===== src/rtl/red_pitaya_daisy_rx_par.sv =====
// Daisy-chain parallel receiver: frames 4-nibble words from the deserializer, trains word
// alignment against a fixed pattern (requesting bitslips as needed), then delivers data words
// or counts training errors once locked.
module red_pitaya_daisy_rx_par #(
  parameter logic [15:0] TRAIN_PAT = 16'h00FF,
  parameter int unsigned LOCK_N    = 4,
  parameter int unsigned HUNT_TO   = 8
) (
  input  logic        par_clk_i,
  input  logic        par_rstn_i,
  input  logic [3:0]  ser_nib_i,
  input  logic        cfg_train_i,
  input  logic        err_clr_i,
  output logic        bitslip_o,
  output logic        locked_o,
  output logic        par_dv_o,
  output logic [15:0] par_dat_o,
  output logic [15:0] err_cnt_o
);

  localparam int unsigned MatchW = $clog2(LOCK_N + 1);
  localparam int unsigned IdleW  = $clog2(HUNT_TO + 1);
  localparam logic [MatchW-1:0] MatchLast = MatchW'(LOCK_N - 1);
  localparam logic [IdleW-1:0]  IdleLast  = IdleW'(HUNT_TO - 1);

  typedef enum logic [1:0] {StHunt, StSlipWait, StCheck, StLocked} state_e;

  state_e            state_q, state_d;
  logic [15:0]       sh_q;
  logic [1:0]        fc_q, fc_d;
  logic [IdleW-1:0]  idle_q, idle_d;
  logic [MatchW-1:0] match_q, match_d;
  logic [1:0]        miss_q, miss_d;
  logic [1:0]        slip_q, slip_d;
  logic              bitslip_q, bitslip_d;
  logic              locked_q, locked_d;
  logic              dv_q, dv_d;
  logic [15:0]       dat_q, dat_d;
  logic [15:0]       err_cnt_q, err_cnt_d;

  logic [15:0] word;
  logic        word_hit;
  logic        boundary;
  logic        err_inc;

  // Candidate word ends with the nibble currently on the input.
  assign word     = {ser_nib_i, sh_q[15:4]};
  assign word_hit = (word == TRAIN_PAT);
  assign boundary = (fc_q == 2'd3);

  // Next-state logic for alignment FSM, framing and output registers.
  always_comb begin
    state_d   = state_q;
    fc_d      = fc_q + 2'd1;
    idle_d    = idle_q;
    match_d   = match_q;
    miss_d    = miss_q;
    slip_d    = slip_q;
    bitslip_d = 1'b0;
    dv_d      = 1'b0;
    dat_d     = dat_q;
    err_inc   = 1'b0;

    unique case (state_q)
      StHunt: begin
        if (!cfg_train_i) begin
          idle_d = '0;
        end else if (word_hit) begin
          // Realign framing so the matched word ends on a boundary.
          fc_d    = 2'd0;
          match_d = MatchW'(1);
          idle_d  = '0;
          state_d = StCheck;
        end else if (idle_q == IdleLast) begin
          idle_d    = '0;
          bitslip_d = 1'b1;
          slip_d    = 2'd0;
          state_d   = StSlipWait;
        end else begin
          idle_d = idle_q + IdleW'(1);
        end
      end
      StSlipWait: begin
        // Let the deserializer apply the slip before hunting again.
        idle_d = '0;
        if (slip_q == 2'd2) begin
          slip_d  = 2'd0;
          state_d = StHunt;
        end else begin
          slip_d = slip_q + 2'd1;
        end
      end
      StCheck: begin
        if (!cfg_train_i) begin
          state_d = StHunt;
        end else if (boundary) begin
          if (!word_hit) begin
            state_d = StHunt;
          end else if (match_q == MatchLast) begin
            miss_d  = 2'd0;
            state_d = StLocked;
          end else begin
            match_d = match_q + MatchW'(1);
          end
        end
      end
      StLocked: begin
        if (boundary) begin
          if (cfg_train_i) begin
            if (word_hit) begin
              miss_d = 2'd0;
            end else begin
              err_inc = 1'b1;
              if (miss_q == 2'd2) begin
                miss_d  = 2'd0;
                state_d = StHunt;
              end else begin
                miss_d = miss_q + 2'd1;
              end
            end
          end else if (word != 16'h0000) begin
            // All-zero word is link idle, not data.
            dat_d = word;
            dv_d  = 1'b1;
          end
        end
      end
      default: state_d = StHunt;
    endcase

    if (err_clr_i) begin
      err_cnt_d = 16'h0000;
    end else if (err_inc && (err_cnt_q != 16'hFFFF)) begin
      err_cnt_d = err_cnt_q + 16'd1;
    end else begin
      err_cnt_d = err_cnt_q;
    end

    locked_d = (state_d == StLocked);
  end

  // State and datapath registers.
  always_ff @(posedge par_clk_i or negedge par_rstn_i) begin
    if (!par_rstn_i) begin
      state_q   <= StHunt;
      sh_q      <= '0;
      fc_q      <= '0;
      idle_q    <= '0;
      match_q   <= '0;
      miss_q    <= '0;
      slip_q    <= '0;
      bitslip_q <= 1'b0;
      locked_q  <= 1'b0;
      dv_q      <= 1'b0;
      dat_q     <= '0;
      err_cnt_q <= '0;
    end else begin
      state_q   <= state_d;
      sh_q      <= word;
      fc_q      <= fc_d;
      idle_q    <= idle_d;
      match_q   <= match_d;
      miss_q    <= miss_d;
      slip_q    <= slip_d;
      bitslip_q <= bitslip_d;
      locked_q  <= locked_d;
      dv_q      <= dv_d;
      dat_q     <= dat_d;
      err_cnt_q <= err_cnt_d;
    end
  end

  assign bitslip_o = bitslip_q;
  assign locked_o  = locked_q;
  assign par_dv_o  = dv_q;
  assign par_dat_o = dat_q;
  assign err_cnt_o = err_cnt_q;

endmodule


===== config.mk =====
export PLATFORM = sky130hd
export DESIGN_NAME = red_pitaya_daisy_rx_par
export DESIGN_NICKNAME = d
export VERILOG_FILES = /design/src/rtl/red_pitaya_daisy_rx_par.sv
export SDC_FILE = /design/constraint.sdc
export NUM_CORES = 1
export LEC_CHECK = 0
export CAP_MARGIN = 20
export CORE_MARGIN = 2
export CORE_UTILIZATION = 48
export CTS_BUF_LIST = sky130_fd_sc_hd__clkbuf_4 sky130_fd_sc_hd__clkbuf_8 sky130_fd_sc_hd__clkbuf_16
export CTS_CLUSTER_SIZE = 10
export DETAILED_ROUTE_END_ITERATION = 10
export GPL_TIMING_DRIVEN = 0
export MAX_ROUTING_LAYER = met4
export PLACE_DENSITY = 0.75
export REMOVE_ABC_BUFFERS = 1
export SYNTH_ARGS = -nofsm -noshare
export SYNTH_HDL_FRONTEND = slang
export SYNTH_SLANG_ARGS = --single-unit

===== constraint.sdc =====
create_clock -name par_clk_i -period 2.2 [get_ports par_clk_i]
set_input_delay 0.66 -clock par_clk_i [delete_from_list [all_inputs] [get_ports par_clk_i]]
set_output_delay 0.66 -clock par_clk_i [all_outputs]
set_load 0.005 [all_outputs]

Word-level counts from Yosys, hierarchy flattened --
Cells that the tools add are included.
Cells by class: $add $sub $neg 6, reductions and logical operators 11, multiplexer cells 55, eq/ne operators 22, bitwise operators 1
Operators by type and width (count):
- $mux W2 | 27
- $mux W16 | 2
- $ne A2 B2 Y1 const B | 11
- $mux W3 | 6
- $add A16 B1 Y16 const B | 1
- $eq A16 B8 Y1 const B | 1
- $ne A16 B16 Y1 const B | 1
- $reduce_bool A16 Y1 | 1
- $reduce_and A7 Y1 | 2
- $eq A2 B2 Y1 const B | 6
- $mux W1 | 12
- $mux W4 | 3
- $pmux W2 S2 | 2
- $pmux W2 S4 | 1
- $pmux W4 S2 | 1
- $reduce_and A4 Y1 | 2
- $reduce_bool A2 Y1 | 4
- $add A2 B1 Y2 const B | 3
- $pmux W3 S2 | 1
- $add A4 B1 Y4 const B | 1
- $eq A4 B3 Y1 const B | 1
- $add A3 B1 Y3 const B | 1
- $eq A3 B2 Y1 const B | 1
- $eq A2 B1 Y1 const B | 1
- other kinds (3) | 3
Storage, ports and cells: output and inout port bits 35, bits of input ports 8, register bits 66, word-level logic and storage cells 107

Depth between registers and ports, before layout --
Gate-level depths: netlist of the first run.
word-level depth 8, gate-level depth with buffers 7, gate-level depth less buffers 6

Least setup slack after synthesis of the first run --
OpenSTA, ideal clock, no wires.
path kind input to register, start point input ser_nib_i[1], end point register dat_q[10] (netlist: par_dat_o[10]), path slack -166 ps, stages on the path 6, data arrival time 2241 ps, path through or4_4 -> nor3_1 -> or4_1 -> buf_2 -> buf_2 -> mux2_2
On the way: word-level cells in the longest chain between the ends 2
RTL lines:
- start: declaration | line 11 | input logic [3:0] ser_nib_i,
- $reduce_bool A16 Y1 | line 121 | end else if (word != 16'h0000) begin
- $reduce_and A4 Y1 (no line)
- end signal: assignment | line 168 | dat_q <= dat_d;
- end: declaration | line 38 | logic [15:0] dat_q, dat_d;
No other way between the ends. A chain may end at the register's enable or synchronous reset.

Final worst setup path of the first run --
start point input ser_nib_i[1], end point register err_cnt_q[12] (netlist: err_cnt_o[12])
On the way: word-level cells in the longest chain between the ends 7
RTL lines:
- $eq A16 B8 Y1 | line 48 | assign word_hit = (word == TRAIN_PAT);
- $mux W1 | line 110 | if (word_hit) begin
- $mux W1 | line 109 | if (cfg_train_i) begin
- $mux W1 | line 108 | if (boundary) begin
- $mux W1 | line 64 | unique case (state_q)
- $logic_and A1 B1 Y1 | line 133 | end else if (err_inc && (err_cnt_q != 16'hFFFF)) begin
- $reduce_bool A2 Y1 (no line)
- end signal: assignment | line 169 | err_cnt_q <= err_cnt_d;
- end: declaration | line 39 | logic [15:0] err_cnt_q, err_cnt_d;
No other way between the ends.

==> results of run 1 <==
==> registers in the layout (all words and copies together) (netlist names) <==
signal / count
locked_o: 1
match_q: 3
sh_q: 12
par_dv_o: 1
bitslip_o: 1
idle_q: 4
par_dat_o: 16
fc_q: 2
state_q: 2
err_cnt_o: 16
slip_q: 2
miss_q: 2
==> layer usage <==
metal	GRT usage	vias to the layer above	part of all wire
met5	-	-	0
met4	0.04915	0	0.013
met3	0.06517	10	0.035
met2	0.2925	40	0.46
met1	0.2522	1000	0.49
li1	-	987	-
==> power breakdown <==
| part | internal, W | total [W] | switching, W | leakage, nW |
|---|---|---|---|---|
| clock network | 0.000683 | 0.00112 | 0.000439 | 0.113 |
| registers | 0.00121 | 0.00128 | 0.0000733 | 0.825 |
| logic | 0.000107 | 0.000225 | 0.000119 | 0.568 |
==> worst max-delay path, delay by kind of cell <==
kind | cells | cell delay (ns)
AO/OA/AOI/OAI | 1 | 0.48
XOR/XNOR | 1 | 0.21
buffers and inverters | 2 | 0.33
AND/OR/NAND/NOR | 3 | 0.73
==> per-stage QoR <==
| stage | power, W | cell area [µm²] | utilization | cells | TNS (ns) |
|---|---|---|---|---|---|
| after global placement | 0.001513 | 3252 | 0.5869 | 350 | -133.03 |
| after detailed placement | 0.001528 | 3267 | 0.5897 | 351 | -40.07 |
| after CTS | 0.002649 | 3540 | 0.6389 | 369 | 0 |
| after global routing | 0.002742 | 3611 | 0.6518 | 370 | -0.7622 |
| final | 0.002631 | 3611 | 0.6518 | 370 | -0.06610 |
| after floorplan | 0.001423 | 2741 | - | 236 | -5.718 |
==> how the worst max path moves through the flow <==
stage | to
global placement | err_cnt_o[0]
finish | err_cnt_o[12]
global route | err_cnt_o[12]
floorplan | err_cnt_o[11]
detailed placement | err_cnt_o[13]
CTS | err_cnt_o[13]
==> cell usage after synthesis <==
master    count
nor3b_1       1
nand2b_1      2
mux2_1        2
xnor2_1      11
nand2_1      15
clkbuf_1      4
o31ai_1       2
o41ai_1       4
or4_4         2
ha_1          5
and2_1        2
nand4_1       8
or4_1         4
nand3_1      12
dfrtp_1      62
o22ai_1       1
inv_1         7
a22o_1        1
and4_1        1
nor2_1       20
or2_2         1
a31o_2        1
or3_4         1
buf_1         1
buf_2         5
mux2_2       17
nor2b_1       6
nand3b_1      2
a21o_1        3
o41ai_4       1
mux2i_1       2
o21ai_0       9
o21ai_1       1
nor4_1       15
a21oi_1       4
nor4b_1       1
nor4_4        1
nor3_1        7
and3_1        2
==> cells by family (layout without fill, tap and decap cells) <==
logic type      count (synthesis)  in the layout  share of synthesized area
simple gates                  103            103                     0.2071
flops                          62             62                     0.5571
compound gates                 27             27                    0.06963
mux                            21             21                    0.08401
buf+inv                        17             69                    0.02515
xor+xnor                       11             11                    0.03459
fa+ha+maj                       5              5                    0.02246
==> layout make-up <==
type,count,area (µm²)
Multi-Input combinational cell,167,1260
Tap cell,72,90.09
Clock inverter,5,81.33
Timing Repair Buffer,46,455.4
Clock buffer,11,145.1
Inverter,7,26.28
Fill cell,453,1929
Sequential cell,62,1553
==> timing repair <==
action | in CTS | in global routing
setup buffers | 2 | 1
hold buffers | 0 | 0
endpoints found under the setup margin | 49 | 19
hold endpoints to repair | 0 | 0
pin swaps | 6 | 11
gates resized for setup | 25 | 15
cloned | 0 | 0
==> flow_summary_export.csv, run 1 <==
group,metric,value,unit
yosys,synth_top_area_cell,"dfrtp_1",
yosys,avgSynthCellArea,11.32,µm²
global_routing,grt_pass1_wl,9.328,mm
sta,hold_ws,0.2909,ns
place,io_buffers,42,
detailed_routing,viasPerCell,5.505,
critical_path,critical-path-max-stage-delay,0.59,ns
global_routing,antenna_found_initial,0,
yosys,synth_seq_area_share,0.5571,
power,leakage,1.506,nW
yosys,synth_area,2785,µm²
global_routing,grt_usage,0.1933,
clock_tree,cts.path.max_buffers,2,
run_status,violations,"negative setup slack",
critical_path,path_class,"input pin to flop",
clock_tree,cts.clk_slew.worst_paths,0.07,ns
floorplanning,core_area,5540,µm²
yosys,ys_top_cells_by_area,"dfrtp_1, mux2_2, xnor2_1, nor4_1, nor2_1",
critical_path,r2r_setup_slack,0.01,ns
sta,hold_violations,0,
sta,timing.final.ws_setup,-0.03616,ns
critical_path,r2r_start,"sh_q[14]",
critical_path,r2r_end,"err_cnt_o[12]",
sta,slew_viol_final,0,
detailed_routing,ant_nets,0,
sta,setup_viol,3,
detailed_routing,vias,2037,
sta,slew_headroom,0.5303,
critical_path,end_kind,"flop",
place,place.gp.congestion,0.8113,
critical_path,worstSetupStartpointType,"input pin",
layout,mostFrequentLayoutCell,"dfrtp_1",
clock_tree,cts_root_buffer,"clkbuf_8",
critical_path,cp_cell_sequence,"buf_6 > or4_4 > o41ai_4 > buf_4 > nor4_2 > xnor2_1 > nor2_1",
detailed_routing,initialDrtViolationCount,50,
layout,final_cell_mix,"dfrtp_1, clkdlybuf4s50_1, nor2_1, mux2_2, nand2_1",
clock_tree,cts_inserted_buffers,9,
critical_path,critPathSlowestCell,"or4_4",
layout,areaGrowthSynthToFinish,29.65,%
yosys,yosysTopAreaCellShare,0.5571,
yosys,synth_cell_types,39,
place,place_ws,-1.106,ns
layout,antenna_cells,0,
yosys,syn_inst,246,
job,maxCapViolations,0,
run_status,status,"finished with violations",
critical_path,crit_start,"ser_nib_i[1]",
sta,max_freq,447.2,MHz
floorplanning,start_util,0.5027,
detailed_routing,post_drt_wl_per_cell,15.10,µm
clock_tree,clock_latency,0.34,ns
place,dp_hpwl,3.608,mm
floorplanning,die_area,6428,µm²
critical_path,crit_required,2.38,ns
sta,tightest_slew,0.6970,ns
clock_tree,cts_sinks,62,
min_path,hold_path_class,"input pin to async pin",
global_routing,grt_overflow_total,0,
detailed_routing,wirelength,5.587,mm
sta,fin_crit_sh,1.016,
clock_tree,cts.htree.levels,3,
yosys,yosys_warnings,0,
detailed_routing,drt_first_pass_iters,4,
critical_path,path_max_fanout,6,
detailed_routing,drc,0,
global_routing,first_global_vias,2057,
critical_path,cp.arrival,2.42,ns
layout,drive_gt1_frac,0.2248,
floorplanning,rows,27,
sta,fin_crit,2.236,ns
floorplanning,die_x,80.18,µm
sta,fin_worst_skew,0.01249,ns
power,vdd_drop_max,0.4280,mV
sta,rsz0062_at_grt,"true",
critical_path,r2r_cells,6,
floorplanning,io_pins,43,
layout,nets,306,
power,powerDensity,728.7,nW/µm²
yosys,synth_seq_cells,62,
clock_tree,tritoncts,"yes",
global_routing,grt_max_degree,43,
floorplanning,dieHeight,80.18,µm
Note: power is estimated with default switching activity, not from simulation.
==> run 2, diff against run 1 <==
CTS_BUF_LIST = unset   (was sky130_fd_sc_hd__clkbuf_4 sky130_fd_sc_hd__clkbuf_8 sky130_fd_sc_hd__clkbuf_16)
==> run 2 against run 1 <==
  * The flow still finishes with violations (negative setup slack)
  * Count of clock-buffer cells in the layout unchanged
  * Final area fell by 0.10%
  * Wire length barely moved
  * Fmax hardly changed
  * Global-route usage did not move
  * Register-to-register slack about the same
  * Cell count did not move
  * Hold slack is essentially flat
  * Die area did not move
  * Clock skew is essentially flat
==> flow_summary_export.csv, run 2 (synthesis gave the netlist of run 1 again) <==
group,metric,value,unit
run_status,status,"finished with violations",
run_status,violations,"negative setup slack",
floorplanning,rows,27,
clock_tree,cts_inserted_buffers,9,
sta,tightest_slew,0.6945,ns
critical_path,r2r_setup_slack,0,ns
place,place.gp.congestion,0.8113,
place,place_inst,351,
place,place_ws,-1.106,ns
layout,fin_cells,370,
floorplanning,io_pins,43,
clock_tree,cts_sinks,62,
detailed_routing,post_drt_wl_per_cell,15.11,µm
detailed_routing,ant_nets,0,
sta,fin_worst_skew,0.01268,ns
layout,antenna_cells,0,
critical_path,worstSetupStartpointType,"input pin",
critical_path,crit_required,2.38,ns
layout,n_fill_cell,454,
layout,nets,306,
detailed_routing,initialDrtViolationCount,50,
sta,slew_viol_final,0,
floorplanning,die_area,6428,µm²
critical_path,critical-path-max-stage-delay,0.59,ns
critical_path,path_class,"input pin to flop",
sta,rsz0062_at_grt,"true",
critical_path,path_max_fanout,6,
place,io_buffers,42,
detailed_routing,drt_first_pass_iters,4,
floorplanning,die_x,80.18,µm
critical_path,r2r_start,"sh_q[14]",
global_routing,grt_usage,0.1933,
layout,mostFrequentLayoutCell,"dfrtp_1",
critical_path,r2r_end,"err_cnt_o[12]",
global_routing,antenna_found_initial,0,
sta,hold_violations,0,
sta,max_freq,447.3,MHz
clock_tree,cts.path.max_buffers,2,
critical_path,cp.arrival,2.41,ns
clock_tree,tritoncts,"yes",
critical_path,r2r_cells,6,
detailed_routing,wirelength,5.590,mm
floorplanning,start_util,0.5027,
sta,slew_headroom,0.5320,
power,vdd_drop_max,0.4280,mV
clock_tree,cts.htree.levels,3,
layout,final_core_util,0.6511,
layout,drive_gt1_frac,0.2215,
global_routing,grt_pass1_wl,9.328,mm
place,placed_cell_area,3267,µm²
critical_path,critPathSlowestCell,"or4_4",
power,powerDensity,727.0,nW/µm²
clock_tree,cts_root_buffer,"clkbuf_8",
floorplanning,core_area,5540,µm²
global_routing,grt_overflow_total,0,
global_routing,grt_max_degree,43,
floorplanning,dieHeight,80.18,µm
layout,areaGrowthSynthToFinish,29.51,%
sta,hold_ws,0.2908,ns
critical_path,crit_buf_inv,2,
detailed_routing,viasPerCell,5.500,
critical_path,cp_cell_sequence,"buf_6 > or4_4 > o41ai_4 > buf_4 > nor4_2 > xnor2_1 > nor2_1",
sta,timing.final.ws_setup,-0.03565,ns
detailed_routing,drc,0,
place,dp_hpwl,3.608,mm
clock_tree,cts.clk_slew.worst_paths,0.07,ns
job,maxCapViolations,0,
detailed_routing,vias,2035,
sta,setup_viol,3,
power,leakage,1.503,nW
global_routing,first_global_vias,2062,
sta,fin_crit,2.236,ns
sta,fin_crit_sh,1.016,
min_path,hold_path_class,"input pin to async pin",
clock_tree,clock_latency,0.34,ns
critical_path,end_kind,"flop",
critical_path,critPathTopFamily,"simple AND/OR/NAND/NOR gates",
layout,final_cell_area,3607,µm²
layout,final_cell_mix,"dfrtp_1, clkdlybuf4s50_1, nor2_1, mux2_2, nand2_1",
==> run 2: changes by cell type in the layout (fill, tap and decap cells not counted) <==
cell and delta:
clkbuf_1 +1, clkbuf_4 -1
==> run 2: timing repair <==
item	CTS	global route
setup endpoints to repair	49	19
pin swaps	6	11
hold buffers	0	0
resized for setup	25	15
buffers inserted	2	1
==> run 2: power breakdown <==
part | internal, W | switching, W
logic | 0.000107 | 0.000119
registers | 0.00121 | 0.0000733
clock network | 0.000671 | 0.000443
==> run 2: cell type report <==
cell class | instances | area (µm²) | share of cell area
flip-flops and latches | 62 | 1553 | 0.4305
clock buffers | 11 | 141.4 | 0.03920
multi-input cells | 167 | 1260 | 0.3493
clock inverters | 5 | 81.33 | 0.02255
inverters | 7 | 26.28 | 0.007284
well taps | 72 | 90.09 | 0.02497
repair buffers | 46 | 455.4 | 0.1263
==> run 2: routing by layer <==
| layer | up-vias | GRT usage | routed length [µm] |
|---|---|---|---|
| met5 | - | - | 0 |
| met4 | 0 | 0.04915 | 71 |
| met3 | 10 | 0.06517 | 193 |
| met2 | 40 | 0.2925 | 2596 |
| met1 | 998 | 0.2522 | 2728 |
| li1 | 987 | - | - |
==> run 2: worst max-delay path by stage <==
stage / startpoint / to / slack [ns] / depth (start not counted)
6_report: ser_nib_i[1] / err_cnt_o[12] / -0.04 / 7
5_1_grt: sh_q[14] / err_cnt_o[12] / -0.11 / 6
4_1_cts: sh_q[14] / err_cnt_o[13] / 0.001 / 5
3_5_place_dp: ser_nib_i[1] / err_cnt_o[13] / -1.11 / 6
3_3_place_gp: par_rstn_i / err_cnt_o[0] / -1.51 / 1
2_1_floorplan: ser_nib_i[1] / err_cnt_o[11] / -0.38 / 5
==> run 2: metrics by stage <==
| stage | power (W) | setup TNS, ns |
|---|---|---|
| after floorplan | 0.001423 | -5.718 |
| after global placement | 0.001513 | -133.03 |
| after detailed placement | 0.001528 | -40.07 |
| after CTS | 0.002638 | 0 |
| after global routing | 0.002729 | -0.7561 |
| final | 0.002623 | -0.06467 |
==> run 3, diff against run 2 <==
CORE_ASPECT_RATIO = 1.2   (was unset)
MAX_ROUTING_LAYER = unset   (was met4)
==> run 3 against run 2 <==
  * The run still ends with negative setup slack left
  * Clock power hardly changed
  * Critical path depth is 1 lower
  * Register-to-register slack better by 0.03 ns
==> flow_summary_export.csv, run 3 (synthesis gave the netlist of run 1 again) <==
group,metric,value,unit
run_status,status,"finished with violations",
run_status,violations,"negative setup slack",
power,vdd_drop_max,0.5732,mV
floorplanning,start_util,0.4947,
power,p_comb_frac,0.087,
power,leakage,1.514,nW
place,place_ws,-1.099,ns
layout,final-seq-area,1554,µm²
clock_tree,cts.path.max_buffers,2,
floorplanning,dieHeight,87.45,µm
power,powerDensity,720.1,nW/µm²
layout,mostFrequentLayoutCell,"dfrtp_1",
floorplanning,die_area,6430,µm²
detailed_routing,wirelength,5.562,mm
critical_path,end_kind,"flop",
place,place.gp.congestion,0.8018,
clock_tree,ctsHoldBuffers,0,
critical_path,critical-path-max-stage-delay,0.59,ns
detailed_routing,drt_first_pass_iters,4,
sta,fin_crit,2.215,ns
detailed_routing,vias,2083,
critical_path,crit_required,2.42,ns
critical_path,cp_cell_sequence,"buf_6 > or4_4 > o41ai_4 > or3_4 > nor4_4 > mux2_4",
sta,setup_viol,2,
detailed_routing,ant_nets,0,
critical_path,path_class,"input pin to flop",
clock_tree,cts_sinks,62,
sta,hold_violations,0,
layout,drive_gt1_frac,0.2252,
clock_tree,tritoncts,"yes",
place,placed_cell_area,3257,µm²
clock_tree,cts.htree.levels,3,
layout,multiInputGateArea,1247,µm²
detailed_routing,viasPerCell,5.691,
floorplanning,die_x,73.54,µm
layout,n_fill_cell,440,
layout,final_cell_mix,"dfrtp_1, clkdlybuf4s50_1, nor2_1, mux2_2, nand2_1",
clock_tree,clock_latency,0.34,ns
sta,tightest_slew,0.6701,ns
min_path,hold_path_class,"input pin to async pin",
clock_tree,cts.clk_slew.worst_paths,0.07,ns
detailed_routing,initialDrtViolationCount,95,
sta,hold_ws,0.2895,ns
sta,slew_headroom,0.5498,
global_routing,antenna_found_initial,0,
job,maxCapViolations,0,
detailed_routing,post_drt_wl_per_cell,15.20,µm
global_routing,first_global_vias,2080,
sta,fin_worst_skew,0.01011,ns
power,intPower,0.001957,W
clock_tree,cts_inserted_buffers,9,
layout,final_cell_area,3601,µm²
global_routing,grt_pass1_wl,9.453,mm
global_routing,grt_overflow_total,0,
detailed_routing,drc,0,
layout,antenna_cells,0,
critical_path,worstSetupStartpointType,"input pin",
global_routing,grt_max_degree,42,
clock_tree,cts_root_buffer,"clkbuf_8",
power,switching_share,0.2452,
critical_path,cp.arrival,2.43,ns
power,switchingPower,0.0006359,W
sta,rsz0062_at_grt,"true",
floorplanning,core_area,5630,µm²
critical_path,critPathSlowestCell,"or4_4",
sta,max_freq,451.5,MHz
critical_path,path_max_fanout,5,
layout,areaGrowthSynthToFinish,29.29,%
place,dp_hpwl,3.557,mm
sta,slew_viol_final,0,
global_routing,grt_usage,0.1917,
layout,nets,310,
floorplanning,io_pins,43,
sta,timing.final.ws_setup,-0.01507,ns
sta,fin_crit_sh,1.007,
power,clkPwrFrac,0.417,
power,power_frac_seq,0.495,
place,io_buffers,42,
floorplanning,rows,30,
run 3: cell count changes in the layout (fill, tap and decap cells not counted), moves of 2 or more:
cell,change
nor4_1,+3
o41ai_2,-2
clkbuf_2,+2
buf_4,+3
nor4_2,-3
run 3: power groups by stage:
stage	clock network [W]	logic, W	registers, W
6_report	0.00108	0.000227	0.00128
5_1_grt	0.00117	0.000265	0.00130
4_1_cts	0.00111	0.000226	0.00128
3_5_place_dp	0	0.000225	0.00130
3_3_place_gp	0	0.000215	0.00130
2_1_floorplan	0	0.000140	0.00128
run 3: stage by stage:
step | utilization | instances | power [W] | setup TNS (ns)
after floorplan | - | 236 | 0.001423 | -5.718
after global placement | 0.5758 | 342 | 0.001514 | -134.13
after detailed placement | 0.5784 | 343 | 0.001528 | -40.61
after CTS | 0.6273 | 362 | 0.002620 | -0.02933
after global routing | 0.6396 | 366 | 0.002731 | -0.03435
final | 0.6396 | 366 | 0.002593 | -0.01960
run 3: critical path: cells and delay by family:
family                 cells  cell delay (ns)
buffers and inverters      1             0.09
AND/OR/NAND/NOR            3             0.89
multiplexers               1             0.31
AO/OA/AOI/OAI              1             0.47
run 3: routing by layer:
metal | GRT usage | up-vias | part of all wire
met1 | 0.2481 | 1048 | 0.46
met4 | 0.08595 | 0 | 0.013
met3 | 0.05787 | 8 | 0.034
met2 | 0.2955 | 30 | 0.49
li1 | - | 997 | -
met5 | 0 | - | 0
run 3: final timing paths:
| path | from | endpoint | slack, ns | cells after the start |
|---|---|---|---|---|
| max in group asynchronous | par_rstn_i | state_q[0] | 1.30 | 2 |
| max | ser_nib_i[0] | err_cnt_o[13] | -0.02 | 6 |
| min reg2reg | sh_q[12] | sh_q[8] | 0.40 | 0 |
| max reg2reg | sh_q[13] | err_cnt_o[13] | 0.03 | 5 |
| min in group par_clk_i | sh_q[12] | sh_q[8] | 0.40 | 0 |
| min | par_rstn_i | sh_q[4] | 0.29 | 1 |
run 3: repair_timing:
action                     in CTS  in global routing
hold endpoints to repair        0                  0
pin swaps                       4                  6
buffers inserted                3                  4
setup endpoints to repair      50                 16
gates resized for setup        25                 14
run 3: final cells by class:
| type | count | share of cell area |
|---|---|---|
| sequential | 62 | 0.4316 |
| clock inverter | 6 | 0.02398 |
| timing repair buffer | 50 | 0.1331 |
| clock buffer | 10 | 0.03544 |
| multi-input combinational | 167 | 0.3464 |
| tap | 64 | 0.02224 |
| inverter | 7 | 0.007297 |
